$ cat config.mk
export PLATFORM = sky130hd
export DESIGN_NAME = wb_mem_arbiter
export DESIGN_NICKNAME = d
export VERILOG_FILES = /design/src/rtl/wb_mem_arbiter.sv
export SDC_FILE = /design/constraint.sdc
export NUM_CORES = 1
export LEC_CHECK = 0
export CAP_MARGIN = 10
export CORE_MARGIN = 8
export CORE_UTILIZATION = 52
export DETAILED_ROUTE_END_ITERATION = 8
export PLACE_DENSITY = 0.89
export SLEW_MARGIN = 10
export SYNTH_ARGS = -nofsm -noshare
export SYNTH_HDL_FRONTEND = slang
export SYNTH_SLANG_ARGS = --single-unit
$ cat constraint.sdc
create_clock -name i_clk -period 14.9 [get_ports i_clk]
set_input_delay 3.725 -clock i_clk [delete_from_list [all_inputs] [get_ports i_clk]]
set_output_delay 3.725 -clock i_clk [all_outputs]
set_load 0.02 [all_outputs]
$ cat src/rtl/wb_mem_arbiter.sv
// Two-master Wishbone arbiter in front of one memory port: a one-deep request slot per master,
// round-robin grant, one transaction in flight, and a bounded wait that turns a hung slave into an error ack.
module wb_mem_arbiter #(
    parameter int unsigned TIMEOUT_CYCLES = 256
) (
    input  logic        i_clk,
    input  logic        i_reset,
    input  logic        i_m0_stb,
    input  logic        i_m0_we,
    input  logic [2:0]  i_m0_sel,
    input  logic [31:0] i_m0_addr,
    input  logic [31:0] i_m0_data,
    output logic        o_m0_stall,
    output logic        o_m0_ack,
    output logic        o_m0_err,
    output logic [31:0] o_m0_data,
    input  logic        i_m1_stb,
    input  logic        i_m1_we,
    input  logic [2:0]  i_m1_sel,
    input  logic [31:0] i_m1_addr,
    input  logic [31:0] i_m1_data,
    output logic        o_m1_stall,
    output logic        o_m1_ack,
    output logic        o_m1_err,
    output logic [31:0] o_m1_data,
    output logic        o_s_stb,
    output logic        o_s_we,
    output logic [2:0]  o_s_sel,
    output logic [31:0] o_s_addr,
    output logic [31:0] o_s_data,
    input  logic        i_s_stall,
    input  logic        i_s_ack,
    input  logic [31:0] i_s_data,
    output logic [1:0]  o_dbg_state
);

    typedef enum logic [1:0] {
        S_IDLE     = 2'd0,
        S_ISSUE    = 2'd1,
        S_WAIT_ACK = 2'd2
    } state_t;

    localparam logic [15:0] TO_LAST = 16'(TIMEOUT_CYCLES - 1);

    // Handshake: a master strobe is taken when its slot is empty (stall low) and it is not
    // in its own ack cycle; the slave strobe is a single-cycle pulse qualified by !i_s_stall.
    logic [1:0]  stb;
    logic [67:0] req [2];
    logic [67:0] slot_q [2];
    logic [1:0]  slot_valid_q;
    logic [1:0]  slot_clr;

    state_t      state_q, state_d;
    logic        grant_q, grant_d;
    logic        last_grant_q, last_grant_d;
    logic [15:0] cnt_q, cnt_d;
    logic        s_stb_q, s_stb_d;
    logic [67:0] s_fields_q, s_fields_d;
    logic [1:0]  ack_q, ack_d;
    logic [1:0]  err_q, err_d;
    logic [31:0] rdata_q [2];
    logic [31:0] rdata_d [2];

    assign stb    = {i_m1_stb, i_m0_stb};
    assign req[0] = {i_m0_we, i_m0_sel, i_m0_addr, i_m0_data};
    assign req[1] = {i_m1_we, i_m1_sel, i_m1_addr, i_m1_data};

    always_comb begin
        state_d      = state_q;
        grant_d      = grant_q;
        last_grant_d = last_grant_q;
        cnt_d        = cnt_q;
        s_stb_d      = 1'b0;
        s_fields_d   = s_fields_q;
        ack_d        = 2'b00;
        err_d        = 2'b00;
        rdata_d[0]   = rdata_q[0];
        rdata_d[1]   = rdata_q[1];
        slot_clr     = 2'b00;
        case (state_q)
            S_IDLE: begin
                if (|slot_valid_q) begin
                    // On a tie the master that was not served last wins.
                    if (&slot_valid_q) grant_d = ~last_grant_q;
                    else               grant_d = slot_valid_q[1];
                    state_d = S_ISSUE;
                end
            end
            S_ISSUE: begin
                if (!i_s_stall) begin
                    s_stb_d    = 1'b1;
                    s_fields_d = slot_q[grant_q];
                    cnt_d      = 16'd0;
                    state_d    = S_WAIT_ACK;
                end
            end
            S_WAIT_ACK: begin
                if (i_s_ack) begin
                    rdata_d[grant_q] = i_s_data;
                    ack_d[grant_q]   = 1'b1;
                    slot_clr[grant_q] = 1'b1;
                    last_grant_d     = grant_q;
                    state_d          = S_IDLE;
                end else if (cnt_q == TO_LAST) begin
                    rdata_d[grant_q] = 32'hFFFF_FFFF;
                    ack_d[grant_q]   = 1'b1;
                    err_d[grant_q]   = 1'b1;
                    slot_clr[grant_q] = 1'b1;
                    last_grant_d     = grant_q;
                    state_d          = S_IDLE;
                end else begin
                    cnt_d = cnt_q + 16'd1;
                end
            end
            default: state_d = S_IDLE;
        endcase
    end

    always_ff @(posedge i_clk) begin
        if (i_reset) begin
            state_q      <= S_IDLE;
            grant_q      <= 1'b0;
            last_grant_q <= 1'b1;
            cnt_q        <= 16'd0;
            s_stb_q      <= 1'b0;
            s_fields_q   <= '0;
            ack_q        <= 2'b00;
            err_q        <= 2'b00;
            rdata_q[0]   <= '0;
            rdata_q[1]   <= '0;
            slot_valid_q <= 2'b00;
            slot_q[0]    <= '0;
            slot_q[1]    <= '0;
        end else begin
            state_q      <= state_d;
            grant_q      <= grant_d;
            last_grant_q <= last_grant_d;
            cnt_q        <= cnt_d;
            s_stb_q      <= s_stb_d;
            s_fields_q   <= s_fields_d;
            ack_q        <= ack_d;
            err_q        <= err_d;
            rdata_q[0]   <= rdata_d[0];
            rdata_q[1]   <= rdata_d[1];
            for (int n = 0; n < 2; n++) begin
                if (slot_clr[n]) begin
                    slot_valid_q[n] <= 1'b0;
                end else if (stb[n] && !slot_valid_q[n] && !ack_q[n]) begin
                    slot_valid_q[n] <= 1'b1;
                    slot_q[n]       <= req[n];
                end
            end
        end
    end

    assign o_m0_stall = slot_valid_q[0];
    assign o_m0_ack   = ack_q[0];
    assign o_m0_err   = err_q[0];
    assign o_m0_data  = rdata_q[0];
    assign o_m1_stall = slot_valid_q[1];
    assign o_m1_ack   = ack_q[1];
    assign o_m1_err   = err_q[1];
    assign o_m1_data  = rdata_q[1];
    assign o_s_stb    = s_stb_q;
    assign {o_s_we, o_s_sel, o_s_addr, o_s_data} = s_fields_q;
    assign o_dbg_state = state_q;

endmodule

# [After elaboration in Yosys (flattened, before gate mapping)]
# Memory sizes are Yosys's and may differ from the RTL's. A register that Yosys moved wholly into a read port is not among the register bits.
# Cells that the tools add are included.
[totals] elab_cells=97 out_inout_bits=141 ramBits=200 regBits=27 mem_count=2
[memory_table] memory="slot_q" depth=2 width=68 rd=1 rd_clocked_by_memory_dff=1 wr=2 line_no="49" rtl="logic [67:0] slot_q [2];"
[memory_table] memory="rdata_q" depth=2 width=32 rd=2 rd_clocked_by_memory_dff=0 wr=2 line_no="61" rtl="logic [31:0] rdata_q [2];"
[classes] n_lt_le_gt_ge=4 n_mux=39 bitwise_logic=10 eq_ne=8 n_addsub=1 reduce_logical=24
[op_table] operator="$mux 64" n=3
[op_table] operator="$mux 68" n=2
[op_table] operator="$mux 32" n=3
[op_table] operator="$bwmux 64" n=1
[op_table] operator="$or 64x64->64" n=1
[op_table] operator="$mux 16" n=3
[op_table] operator="$demux 32 s1" n=1
[op_table] operator="$pmux 16 s2" n=1
[op_table] operator="$add 16x1->16 const B" n=1
[op_table] operator="$eq 16x8->1 const B" n=1
[op_table] operator="$mux 1" n=16
[op_table] operator="$mux 2" n=7
[op_table] operator="$ne 2x2->1 const B" n=4
[op_table] operator="$reduce_and 2->1" n=4
[op_table] operator="$reduce_or 2->1" n=4
[op_table] operator="$logic_and 1x1->1" n=6
[op_table] operator="$pmux 2 s3" n=1
[op_table] operator="$logic_not 1->1" n=4
[op_table] operator="$not 1->1" n=4
[op_table] operator="$or 1x1->1" n=4
[op_table] operator="$reduce_and 4->1" n=1
[op_table] operator="$reduce_bool 2->1" n=2
[op_table] operator="$ne 3x3->1 const B" n=1
[op_table] operator="$reduce_and 3->1" n=1
[op_table] operator="other kinds (10)" n=10

# [Logic depth before layout (Yosys ltp)]
# Gate-level depths: netlist of the first run.
[depth] depth_word=11 mapped_depth=7 mapped_depth_nobuf=5

# [Worst setup path after synthesis of the first run]
# Ideal clock, no wire load.
[synth_timing] kind="input port to flip-flop" from="input i_s_ack" to="memory slot_q[0][0], enable pin" setup_time_ns=0.517 t_required_ns=14.383 slack_ns=6.659 path_stages=5 arrival_ns=7.724 cell_sequence="clkinv_1 -> o41a_1 -> nor3_4 -> buf_6 -> a21oi_1"
[synth_lines] item="from (decl)" line_no="32" rtl="input logic i_s_ack,"
[synth_lines] item="to (decl)" line_no="49"

==> flow_summary.yaml, run 1 <==
run_status:
  status: "complete, no violations"
pwr:
  power_frac_seq_pct: 48.9
  pwr-share-clk_pct: 38.7
  powerDensity_nw_per_um2: 119
  switching_power_uw: 448
  max-vdd-ir-drop_mv: 0.111
  p_comb_share_pct: 12.4
  power.leakage_uw: 0.00577
  swShare_pct: 23.5
  intPower_uw: 1460
yosys:
  synth-compound-area-share_pct: 11.6
  synth_fa_ha_area_share_pct: 0.105
  synthTopCellsByCount: "dfxtp_1 (159), edfxtp_1 (136), and2_1 (97)"
  synthSimpleGateAreaFrac_pct: 15.4
  synth_top_family_by_area: "simple AND/OR/NAND/NOR gates"
  ys_ff_latch: 295
  synth_cell_types: 50
  yosysTopAreaCell: "edfxtp_1"
  yosysMostFrequentCell: "dfxtp_1"
  ys.warnings.count: 0
  syn_area_sq_um: 11900
  synth-edff-count: 136
  synth_xor_area_share_pct: 0
  synth.top_cells.by_area: "edfxtp_1 (34%), dfxtp_1 (27%), mux2i_1 (5.9%)"
  postSynthCellCount: 967
  seq_area_frac_synth_pct: 61.1
  synth.mux.area_fraction_pct: 8.54
  syn_nets: 1142
  synth.top_cell.area_share_pct: 34.3
  async_reset_ff_share_pct: 0
  avgSynthCellArea_sq_um: 12.3
  synth_ff_type: "dfxtp_1"
layout:
  finalNonFillerCells: 1560
  nets: 1426
  synthToLayoutAreaGrowth_pct: 35.4
  layout-drive-gt1-share_pct: 9.50
  stdcell_area_sq_um: 16100
  fin_util_pct: 71.4
global_routing:
  grt_pass1_wl_microns: 50200
  grt_pass1_vias: 9173
  grt_overflow: 0
  track_usage_pct: 22.3
  grt_max_degree: 137
  antenna_found_initial: 1
clock_network:
  clkLatencyLatePin_ns: 0.54
  cts.sinks: 295
  cts_buffers: 29
  clockBufferDepth: 3
  postCtsSetupBuffers: 0
  h-tree-depth: 1
  ctsResizeCount: 0
  clkTransAtPathRegs_ns: 0.06
  cts_tree: "done"
  cts_root_buffer: "clkbuf_16"
  hold_buffers: 0
route:
  finalWirelength_microns: 32500
  drt-vias-per-instance: 5.57
  drtIter0Drc: 549
  drc: 0
  ant_nets: 0
  vias: 8693
  dr.pass1.iters: 4
  wire_per_inst_microns: 20.9
placement:
  pre_cts_ws_ns: 7.73
  place_congestion: 0.855
  dp_cells: 1505
  port_buffers: 314
  dpl.hpwl_microns: 21600
  postPlaceCellArea_sq_um: 15100
floorplanning:
  die_area_sq_um: 28000
  io_pins: 315
  rows: 55
  die-width_microns: 167
  start_util_pct: 52.7
  die_y_microns: 167
  design.core.area_sq_um: 22600
setup_path:
  cp.buffers_inverters: 2
  slowest_delay_ns: 0.87
  critPathTopFamily: "buffers and inverters"
  critical_path_peak_fanout: 68
  crit_path_start_kind: "input port"
  path_class: "in2reg"
  worstPathRequired_ns: 14.96
  cp.arrival_ns: 6.71
  path_cells: "clkdlybuf4s50_1, clkinv_1, o41a_1, o21ai_0, nand2_4"
  critPathSlowestCell: "clkinv_1"
  worstSetupEndpointType: "flip-flop"
timing:
  min_period_over_period_pct: 44.6
  fin_tns_setup_ns: 0
  fin_ws_ns: 8.25
  final_max_slew_viol_count: 0
  setup_viol: 0
  layout_min_cycle_time_ns: 6.65
  finalHoldViolCount: 0
  fmax_ghz: 0.150
  worst_pin_slew_ns: 1.19
  slew_headroom_pct: 20.8
  finClkSkew_ns: 0.0123
  rsz0062_at_grt: "false"
job:
  cap_violations: 0
hold_path:
  hold_class: "reg2reg"
-- sequential cells by signal, indices dropped and copies added (netlist names) --
| register | count |
|---|---|
| ack_q | 2 |
| cnt_q | 16 |
| err_q | 2 |
| grant_q | 1 |
| last_grant_q | 1 |
| o_dbg_state | 2 |
| o_s_stb | 1 |
| rdata_q | 64 |
| s_fields_q | 68 |
| slot_q | 136 |
| slot_valid_q | 2 |
-- area by class of cell --
type	instances	area [sq um]
well taps	285	357
multi-input cells	592	4280
clock inverters	14	173
inverters	9	33.8
flip-flops and latches	295	7270
repair buffers	324	3220
diodes	1	2.50
fillers	1500	6460
clock buffers	40	787
-- through the flow --
stage,hold WS [ns],power [uW]
after detailed placement,0.457,1190
after global routing,0.488,1980
final,0.476,1910
after CTS,0.475,1920
after floorplan,0.435,1070
after global placement,0.444,1180
-- placed cells by master, fill, tap and decap left out, types with 2 or more instances in the layout --
master and count:
a211oi_1 68, o21a_1 32, and3_1 3, clkinv_1 5, or2_2 2, o41ai_1 2, mux2_1 12, buf_4 11
and2_1 97, nor3b_1 3, nand2b_1 2, and2_4 40, clkbuf_16 29, bufinv_16 4, a22o_1 32, nor2_1 76
nor3_1 8, inv_1 8, mux2i_1 70, mux2_2 16, edfxtp_1 136, clkinv_2 4, clkbuf_1 9, o31ai_1 9
dfxtp_1 158, clkbuf_8 2, clkdlybuf4s50_1 313, o21ai_0 9, nand3_1 11, nand2_1 13, a21oi_1 20, or3_1 3
nor2b_1 29, or4_1 14
-- worst paths after layout --
kind	start	to	slack (ns)	cells after the start
worst max register to register	grant_q	slot_q[0][16]	11.38	6
worst max-delay path	i_s_ack	slot_q[1][30]	8.25	5
worst min-delay path	last_grant_q	last_grant_q	0.48	1
worst min register to register	last_grant_q	last_grant_q	0.48	1
-- power by group through the flow --
stage | logic, uW | registers (uW) | clock network, uW
final | 237 | 935 | 740
after floorplan | 107 | 963 | 0
after global routing | 253 | 939 | 786
after global placement | 229 | 947 | 0
after detailed placement | 236 | 951 | 0
after CTS | 239 | 934 | 750
-- per-layer routing --
layer	wire length [microns]	global-route usage [%]
met1	12600	24.9
met2	16000	39.6
met3	2950	7.55
met4	933	7.03
met5	0	0
-- cell families after synthesis --
| kind of cell | count (synthesis) |
|---|---|
| buf+inv | 80 |
| compound gates | 183 |
| simple gates | 310 |
| flops | 295 |
| fa+ha+maj | 1 |
| mux | 98 |
Power figures use the tool's default switching activity.
==> run 2: changes to the inputs <==
--- a/config.mk
+++ b/config.mk
@@ -7,9 +7,9 @@
 export LEC_CHECK = 0
 export CAP_MARGIN = 10
 export CORE_MARGIN = 8
-export CORE_UTILIZATION = 52
+export CORE_UTILIZATION = 44
 export DETAILED_ROUTE_END_ITERATION = 8
-export PLACE_DENSITY = 0.89
+export PLACE_DENSITY = 0.8
 export SLEW_MARGIN = 10
 export SYNTH_ARGS = -nofsm -noshare
 export SYNTH_HDL_FRONTEND = slang
==> constraint.sdc (replaced) <==
create_clock -name i_clk -period 5.6 [get_ports i_clk]
set_input_delay 1.4 -clock i_clk [delete_from_list [all_inputs] [get_ports i_clk]]
set_output_delay 1.4 -clock i_clk [all_outputs]
set_load 0.02 [all_outputs]
==> flow_summary.yaml, run 2 (synthesis gave the netlist of run 1 again) <==
hold_path:
  hp-start: "last_grant_q"
  hold_end: "last_grant_q"
  hold_class: "reg2reg"
  min_path_cells: 1
global_routing:
  grt_pass1_vias: 8697
  grt_pass1_wl_microns: 48500
  antenna_found_initial: 1
  grt_overflow: 0
  track_usage_pct: 18.2
  grt_max_degree: 137
pwr:
  power.total_uw: 5170
  power.leakage_uw: 0.00583
  max-vdd-ir-drop_mv: 0.222
  powerDensity_nw_per_um2: 317
job:
  cap_violations: 0
setup_path:
  worstSetupEndpointType: "flip-flop"
  reg2reg_slack_ns: 2.44
  r2r_start: "cnt_q[8]"
  slowest_delay_ns: 0.75
  worstPathRequired_ns: 5.76
  r2r_cells: 4
  cp.buffers_inverters: 4
  cp.arrival_ns: 3.67
  critical_path_peak_fanout: 68
  crit_path_start_kind: "input port"
  critical_path.reg2reg.endpoint: "slot_q[1][40]"
  path_cells: "clkdlybuf4s50_1, clkinv_1, o41a_1, nor3_4, buf_4, a21oi_4, buf_4"
  critPathSlowestCell: "buf_4"
  path_class: "in2reg"
  cp_common_cell: "buf_4"
  critPathTopFamily: "buffers and inverters"
timing:
  finalHoldViolCount: 0
  setup_viol: 0
  slew_headroom_pct: 20.3
  min_period_over_period_pct: 62.7
  worst_pin_slew_ns: 1.18
  rsz0062_at_grt: "false"
  fin_tns_setup_ns: 0
  layout_min_cycle_time_ns: 3.51
  fmax_ghz: 0.285
  finClkSkew_ns: 0.0140
  fin_ws_ns: 2.09
  final_max_slew_viol_count: 0
placement:
  port_buffers: 314
  place_congestion: 0.794
  dpl.hpwl_microns: 20800
  pre_cts_ws_ns: 1.51
  postPlaceCellArea_sq_um: 15200
route:
  vias: 8501
  highest_layer: "met4"
  drc: 0
  wire_per_inst_microns: 19.1
  drtIter0Drc: 503
  wl_met1_microns: 12700
  wl_met2_microns: 15200
  ant_nets: 0
  drt-vias-per-instance: 5.25
  finalWirelength_microns: 30900
  wl_met3_microns: 2260
  dr.pass1.iters: 4
clock_network:
  cts.sinks: 295
  cts_root_buffer: "clkbuf_16"
  hold_buffers: 0
  cts_tree: "done"
  ctsResizeCount: 0
  h-tree-depth: 1
  clkTransAtPathRegs_ns: 0.06
  cts_buffers: 30
  postCtsSetupBuffers: 0
  clkLatencyLatePin_ns: 0.55
  clockBufferDepth: 3
floorplanning:
  die_area_sq_um: 32600
  design.core.area_sq_um: 26700
  die-width_microns: 180
  start_util_pct: 44.5
  io_pins: 315
  rows: 60
  die_y_microns: 180
layout:
  reg_top3: "slot_q x136, s_fields_q x68, rdata_q x64"
  layout-drive-gt1-share_pct: 9.87
  largest_register: "slot_q"
  largest_reg_flops: 136
  most-common-layout-cells: "clkdlybuf4s50_1 (313), dfxtp_1 (158), edfxtp_1 (136), and2_1 (97), nor2_1 (76)"
  stdcell_area_sq_um: 16300
  synthToLayoutAreaGrowth_pct: 37.0
  nets: 1429
  final_common_cell: "clkdlybuf4s50_1"
run_status:
  status: "complete, no violations"
## run 2: worst max path at each step
stage	startpoint	endpoint	depth (start not counted)
floorplan	i_s_ack	slot_q[0][0]	5
global placement	i_m1_stb	slot_q[1][44]	6
detailed placement	i_m1_stb	slot_q[1][52]	6
CTS	i_m1_stb	slot_q[1][52]	6
global route	i_s_ack	slot_q[0][49]	7
finish	i_s_ack	slot_q[0][43]	7
## run 2: metal layers
metal / vias to the layer above / track usage (%)
met3: 58 / 5.02
met5: - / 0
li1: 4073 / -
met4: 0 / 5.26
met2: 314 / 31.7
met1: 4056 / 21.7
## run 2: where the power goes
group          total (uW)  leakage, uW  internal, uW  switching (uW)
Combinational         632      0.00257           320             312
Clock                2060     0.000503          1260             806
Sequential           2480      0.00275          2410            63.7
## run 2: per-stage QoR
stage	util, %	hold slack, ns	std cells
5_1_grt	61.0	0.487	1619
3_3_place_gp	57.0	0.445	1562
6_report	61.0	0.466	1619
3_5_place_dp	57.0	0.453	1562
2_1_floorplan	-	0.435	967
4_1_cts	60.9	0.471	1617
## run 2: layout make-up
class                           count  area, sq um
Clock buffer                       43          871
Timing Repair Buffer              326         3260
Multi-Input combinational cell    592         4270
Tap cell                          341          427
Inverter                            9         33.8
Antenna cell                        1         2.50
Fill cell                        2047        10400
Sequential cell                   295         7270
Clock inverter                     12          159
## run 2: worst reg2reg max path: stages (launching register included)
cell and delay [ns]:
dfxtp_1 0.35, or4_1 0.70, o41a_1 0.59, o21ai_0 0.39
nand2_4 0.58
